**config.mk**
```make
export PLATFORM = sky130hd
export DESIGN_NAME = apbmem_arbiter
export DESIGN_NICKNAME = d
export VERILOG_FILES = /design/src/rtl/apbmem_arbiter.sv
export SDC_FILE = /design/constraint.sdc
export NUM_CORES = 1
export LEC_CHECK = 0
export BUFFER_PORTS_ARGS = -buffer_cell sky130_fd_sc_hd__buf_2
export CORE_AREA = 5 5 123 125
export DETAILED_ROUTE_END_ITERATION = 10
export DIE_AREA = 0 0 128 130
export HOLD_SLACK_MARGIN = 0.02
export SLEW_MARGIN = 20
export SYNTH_ARGS = -nofsm -noshare
export SYNTH_HDL_FRONTEND = slang
export SYNTH_SLANG_ARGS = --single-unit
```
**constraint.sdc**
```tcl
create_clock -name clk -period 1.6 [get_ports clk]
set_input_delay 0.32 -clock clk [delete_from_list [all_inputs] [get_ports clk]]
set_output_delay 0.32 -clock clk [all_outputs]
set_load 0.01 [all_outputs]
```
**src/rtl/apbmem_arbiter.sv**
```systemverilog
// Two-requester APB3 arbiter in front of one downstream APB completer (apbmem scratch RAM).
// Define APB_ARB_RR_EN for round-robin tie-breaking; otherwise requester 0 wins ties.
module apbmem_arbiter #(
    parameter int ADDR_W = 32,
    parameter int DATA_W = 32
) (
    input  logic                           clk,
    input  logic                           rst,
    input  logic [1:0]                     s_psel_i,
    input  logic [1:0]                     s_penable_i,
    input  logic [1:0]                     s_pwrite_i,
    input  logic [1:0][ADDR_W-1:0]         s_paddr_i,
    input  logic [1:0][DATA_W-1:0]         s_pwdata_i,
    input  logic [1:0][2:0]                s_pprot_i,
    input  logic [1:0][DATA_W/8-1:0]       s_pstrb_i,
    output logic [1:0][DATA_W-1:0]         s_prdata_o,
    output logic [1:0]                     s_pready_o,
    output logic [1:0]                     s_pslverr_o,
    output logic                           m_psel_o,
    output logic                           m_penable_o,
    output logic                           m_pwrite_o,
    output logic [ADDR_W-1:0]              m_paddr_o,
    output logic [DATA_W-1:0]              m_pwdata_o,
    output logic [2:0]                     m_pprot_o,
    output logic [DATA_W/8-1:0]            m_pstrb_o,
    input  logic [DATA_W-1:0]              m_prdata_i,
    input  logic                           m_pready_i,
    input  logic                           m_pslverr_i
);

    typedef enum logic [1:0] {
        IDLE   = 2'd0,
        SETUP  = 2'd1,
        ACCESS = 2'd2
    } state_t;

    state_t state_q;
    logic   gnt_q;
    logic   gnt_d;
    logic   m_psel_q;
    logic   m_penable_q;

    // Requests are psel alone; the requester's own penable phase carries no information here.
    logic unused_penable;
    assign unused_penable = ^s_penable_i;

`ifdef APB_ARB_RR_EN
    logic last_q;

    always_comb begin
        gnt_d = ~s_psel_i[0];
        if (&s_psel_i) begin
            gnt_d = ~last_q;
        end
    end
`else
    always_comb begin
        gnt_d = ~s_psel_i[0];
    end
`endif

    // NOTE: sequential state uses non-blocking (<=) so every register samples pre-edge values.
    always_ff @(posedge clk) begin
        if (rst) begin
            state_q     <= IDLE;
            gnt_q       <= 1'b0;
            m_psel_q    <= 1'b0;
            m_penable_q <= 1'b0;
`ifdef APB_ARB_RR_EN
            last_q      <= 1'b1;
`endif
        end else begin
            case (state_q)
                IDLE: begin
                    if (|s_psel_i) begin
                        gnt_q    <= gnt_d;
                        m_psel_q <= 1'b1;
                        state_q  <= SETUP;
`ifdef APB_ARB_RR_EN
                        last_q   <= gnt_d;
`endif
                    end
                end
                SETUP: begin
                    m_penable_q <= 1'b1;
                    state_q     <= ACCESS;
                end
                ACCESS: begin
                    if (m_pready_i) begin
                        m_psel_q    <= 1'b0;
                        m_penable_q <= 1'b0;
                        state_q     <= IDLE;
                    end
                end
                default: begin
                    m_psel_q    <= 1'b0;
                    m_penable_q <= 1'b0;
                    state_q     <= IDLE;
                end
            endcase
        end
    end

    assign m_psel_o    = m_psel_q;
    assign m_penable_o = m_penable_q;

    // NOTE: every output gets a default before the conditional drive, so no latch is inferred.
    always_comb begin
        m_pwrite_o  = 1'b0;
        m_paddr_o   = '0;
        m_pwdata_o  = '0;
        m_pprot_o   = '0;
        m_pstrb_o   = '0;
        s_prdata_o  = '0;
        s_pready_o  = '0;
        s_pslverr_o = '0;
        if (state_q != IDLE) begin
            m_pwrite_o = s_pwrite_i[gnt_q];
            m_paddr_o  = s_paddr_i[gnt_q];
            m_pwdata_o = s_pwdata_i[gnt_q];
            m_pprot_o  = s_pprot_i[gnt_q];
            m_pstrb_o  = s_pstrb_i[gnt_q];
        end
        if (state_q == ACCESS) begin
            s_pready_o[gnt_q]  = m_pready_i;
            s_prdata_o[gnt_q]  = m_prdata_i;
            s_pslverr_o[gnt_q] = m_pslverr_i;
        end
    end

endmodule

```
; ---- Yosys cells after proc, flatten, opt, wreduce, memory -nomap -nowiden
; Cells that the tools add are included.
[op_classes]
n_mux = 29
n_reduce_logical = 8
n_eq_ne = 4
n_lt_le_gt_ge = 2
bitwise_logic = 6
[ops]
columns = cell, n
row1 = $mux W32, 7
row2 = $and A64 B64 Y64, 1
row3 = $mux W64, 1
row4 = $demux W32 S1, 1
row5 = $mux W4, 3
row6 = $mux W3, 3
row7 = $mux W2, 4
row8 = $mux W1, 6
row9 = $pmux W1 S3, 2
row10 = $pmux W2 S3, 1
row11 = $reduce_and A2 Y1, 3
row12 = $and A2 B2 Y2, 2
row13 = $ne A2 B2 Y1 const B, 2
row14 = $not A1 Y1, 3
row15 = $reduce_and A3 Y1, 1
row16 = $eq A2 B1 Y1 const B, 1
row17 = $eq A2 B2 Y1 const B, 1
row18 = $logic_not A2 Y1, 1
row19 = $lt A1 B2 Y1 const B, 1
row20 = $reduce_bool A2 Y1, 1
row21 = $reduce_or A2 Y1, 1
row22 = $demux W1 S1, 1
row23 = $ge A1 B1 Y1 const B, 1
row24 = $logic_and A1 B1 Y1, 1
[word_totals]
elab_cells = 53
reg_bits = 5
input_bits = 184
output_inout_bits = 142

; ---- Depth between registers and ports, before layout
[logic_depth]
depth_word = 6
depth_mapped = 4
depth_no_buf = 2

; ---- Worst setup path after synthesis
; No wires, ideal clock.
[synth_timing]
path_type = reg2out
startpoint = register state_q[0]
endpoint = output s_prdata_o[32] (netlist bit)
stages_incl_launch_ff = 5
t_required_ps = 1280
t_arrival_ps = 1029
n_path_buf = 2
path_slack_ps = 251
path_cell_list = dfxtp_1 -> buf_6 -> and3b_1 -> clkbuf_2 -> and2_1
[synth_lines]
columns = element, line
row1 = start: declaration, 37  ; state_t state_q;
row2 = start signal: assignment, 65  ; state_q <= IDLE;
row3 = start signal: assignment, 78  ; state_q <= SETUP;
row4 = start signal: assignment, 86  ; state_q <= ACCESS;
row5 = end: declaration, 16  ; output logic [1:0][DATA_W-1:0] s_prdata_o,

==> impl_metrics.csv <==
group,metric,value,unit
power,power-per-cell-area,480.1,mW/mm^2
power,power.leakage,2.427,nW
clocking,cts_tree,"built",
sta,max_slew.worst_pin.slew,0.2480,ns
global_route,grt_pass1_wl,13630,um
place,port_buffers,323,
routing,vias_per_cell,3.979,
logic_synthesis,yosysSeqAreaShare,0.05559,
finish,register_area,108.9,um^2
clocking,cts.path.max_buffers,2,
routing,routed_wl,11590,um
sta,hold_ws,0.2969,ns
logic_synthesis,syn_inst,256,
floorplanning,initial_core_util,0.1307,
clocking,numClockSinks,5,
clocking,cts_htree_levels,1,
critical_path,crit_buf_inv,3,
finish,post-route-util,0.3130,
logic_synthesis,synth_area,0.001800,mm^2
critical_path,path_max_fanout,8,
finish,multiInputGateArea,0.001627,mm^2
finish,fillers,1464,
place,hpwl,8135,um
sta,slew_headroom,0.8347,
status,status,"complete, but fails checks",
finish,nNetsFinal,775,
floorplanning,num_rows,43,
routing,vias,3068,
place,place.gp.congestion,0.7608,
routing,drtAntennaViolNets,0,
sta,fmax,577.2,MHz
finish,drive_above_1_share,0.6525,
routing,drt_iter0_markers,64,
critical_path,crit_family,"buffers and inverters",
sta,setup_viol,139,
critical_path,crit_slowest_cell,"dfxtp_4",
floorplanning,core,0.01377,mm^2
clocking,hold_buffers,0,
clocking,clock_latency,0.23,ns
power,pwr-share-clk,0.204,
logic_synthesis,synth_fp_nets,440,
logic_synthesis,yosys_warnings,0,
global_route,grt_max_degree,38,
sta,finalMaxSlewViolations,0,
critical_path,cp_data_arrival_time,1.41,ns
floorplanning,dieArea,0.01664,mm^2
sta,fin_crit,1.733,ns
power,intPower,1.275,mW
global_route,grt_pass1_vias,2840,
clocking,cts_root_buf,"clkbuf_16",
status,violations,"setup timing",
sta,setup_ws,-0.1326,ns
sta,grt_setup_unrepaired,"true",
critical_path,timing_worst_setup_path_type,"reg2out",
routing,wl_per_cell,15.03,um
logic_synthesis,synth.avg_cell_area,7.033,um^2
logic_synthesis,synth_seq_cells,5,
critical_path,slowest_delay,0.38,ns
critical_path,cp-start-kind,"register",
floorplanning,die_w,128,um
finish,area_growth,139.4,%
power,switchingPower,794.1,uW
floorplanning,die_h,130,um
sta,clock_skew,0.001138,ns
routing,drc,0,
clocking,cts_made_buffers,3,
run,drv_cap,0,
floorplanning,ios,326,
critical_path,endpoint_kind,"output pin",
global_route,grt-ovfl-total,0,
logic_synthesis,ys_types,21,
routing,dr.pass1.iters,4,
clocking,path_clk_slew,0.03,ns
critical_path,crit_chain,"nor3b_4 > buf_12 > clkbuf_16 > and2_1 > buf_2",
hold_path,hold_depth,2,
power,finalPower,2.069,mW
critical_path,cp.required,1.28,ns
sta,finalHoldViolations,0,
critical_path,worst-path-stages,5,
hold_path,hold_class,"in2reg",
power,vdd_ir_drop_max,298.7,uV
sta,finalCritPeriodShare,1.083,
global_route,antenna_found_initial,0,
power,swShare,0.3838,
power,power.share.sequential,0.077,
critical_path,reg2regPathDepth,5,
global_route,grt_usage,0.09939,
power,combPwrFrac,0.719,
per-layer routing:
layer | track usage | wire (um)
met1 | 0.1152 | 4283
met2 | 0.1879 | 6095
met3 | 0.02661 | 1169
met4 | 0.01186 | 38
met5 | 0 | 0
cells in the mapped netlist:
cell / n / area [um^2]
buf_4: 1 / 7.510
inv_1: 1 / 3.750
or2_2: 1 / 6.260
buf_2: 7 / 35.03
nor2_2: 1 / 6.260
or3b_2: 1 / 8.760
or3b_1: 1 / 8.760
nor3b_4: 1 / 18.77
and2_1: 68 / 425.4
nor2_1: 74 / 277.8
buf_6: 8 / 90.09
nand2b_1: 2 / 12.51
and3b_1: 1 / 8.760
o32ai_1: 1 / 8.760
o21a_1: 1 / 7.510
nor3_1: 2 / 10.01
mux2i_1: 72 / 720.7
a21oi_1: 1 / 5.000
clkbuf_2: 6 / 30.03
dfxtp_1: 5 / 100.1
a221oi_1: 1 / 8.760
power by group through the flow:
stage | Clock, mW | Combinational (mW) | Sequential, mW
floorplan | 0 | 0.599 | 0.153
global placement | 0 | 1.11 | 0.157
detailed placement | 0 | 1.11 | 0.157
CTS | 0.431 | 1.16 | 0.157
global route | 0.436 | 1.62 | 0.160
finish | 0.423 | 1.49 | 0.159
metrics by stage:
step	std cells	instance area (um^2)	TNS (ns)	setup slack, ns
3_5_place_dp	745	3611	0	0.07674
2_1_floorplan	256	1800	0	0.2508
3_3_place_gp	745	3611	0	0.1180
5_1_grt	770	4308	-17.08	-0.1736
6_report	771	4310	-9.544	-0.1326
4_1_cts	751	3741	-9.685	-0.1097
worst paths after layout:
check | start | end | slack [ns]
min reg2reg | m_penable_o | m_penable_o | 0.48
max reg2reg | state_q[0] | state_q[1] | 0.21
min | s_psel_i[0] | gnt_q | 0.30
max | gnt_q | s_prdata_o[4] | -0.13
state kept, by name, indices dropped and copies added, names as in the netlist:
| name | cells |
|---|---|
| gnt_q | 1 |
| m_penable_o | 1 |
| m_psel_o | 1 |
| state_q | 2 |
logic make-up (layout without fill, tap and decap cells):
logic type | Yosys count | after routing | synth area share
AO/OA/AOI/OAI | 4 | 4 | 0.01668
buffers and inverters | 23 | 357 | 0.09243
flip-flops | 5 | 5 | 0.05560
multiplexers | 72 | 72 | 0.4003
other | 0 | 1 | 0
AND/OR/NAND/NOR | 152 | 152 | 0.4350
area by class of cell:
| class | count | share of cell area |
|---|---|---|
| flip-flops and latches | 5 | 0.02525 |
| diodes | 1 | 0.0005806 |
| multi-input cells | 228 | 0.3774 |
| well taps | 180 | 0.05225 |
| repair buffers | 352 | 0.5254 |
| inverters | 1 | 0.0008708 |
| clock buffers | 4 | 0.01829 |
placed cells by master, fill, tap and decap left out, drive strengths merged, types with 2 or more instances in the layout:
| master | count |
|---|---|
| nor2 | 75 |
| buf | 343 |
| dfxtp | 5 |
| mux2i | 72 |
| nor3 | 2 |
| and2 | 68 |
| clkbuf | 13 |
| nand2b | 2 |
| or3b | 2 |
timing repair:
| action | 4_1_cts | 5_1_grt |
|---|---|---|
| buffers inserted | 1 | 5 |
| cloned | 1 | 14 |
| hold endpoints to repair | 0 | 0 |
| endpoints found under the setup margin | 138 | 139 |
| gates resized for setup | 6 | 53 |
| pin swaps | 9 | 11 |
(Power assumes the default switching activity.)
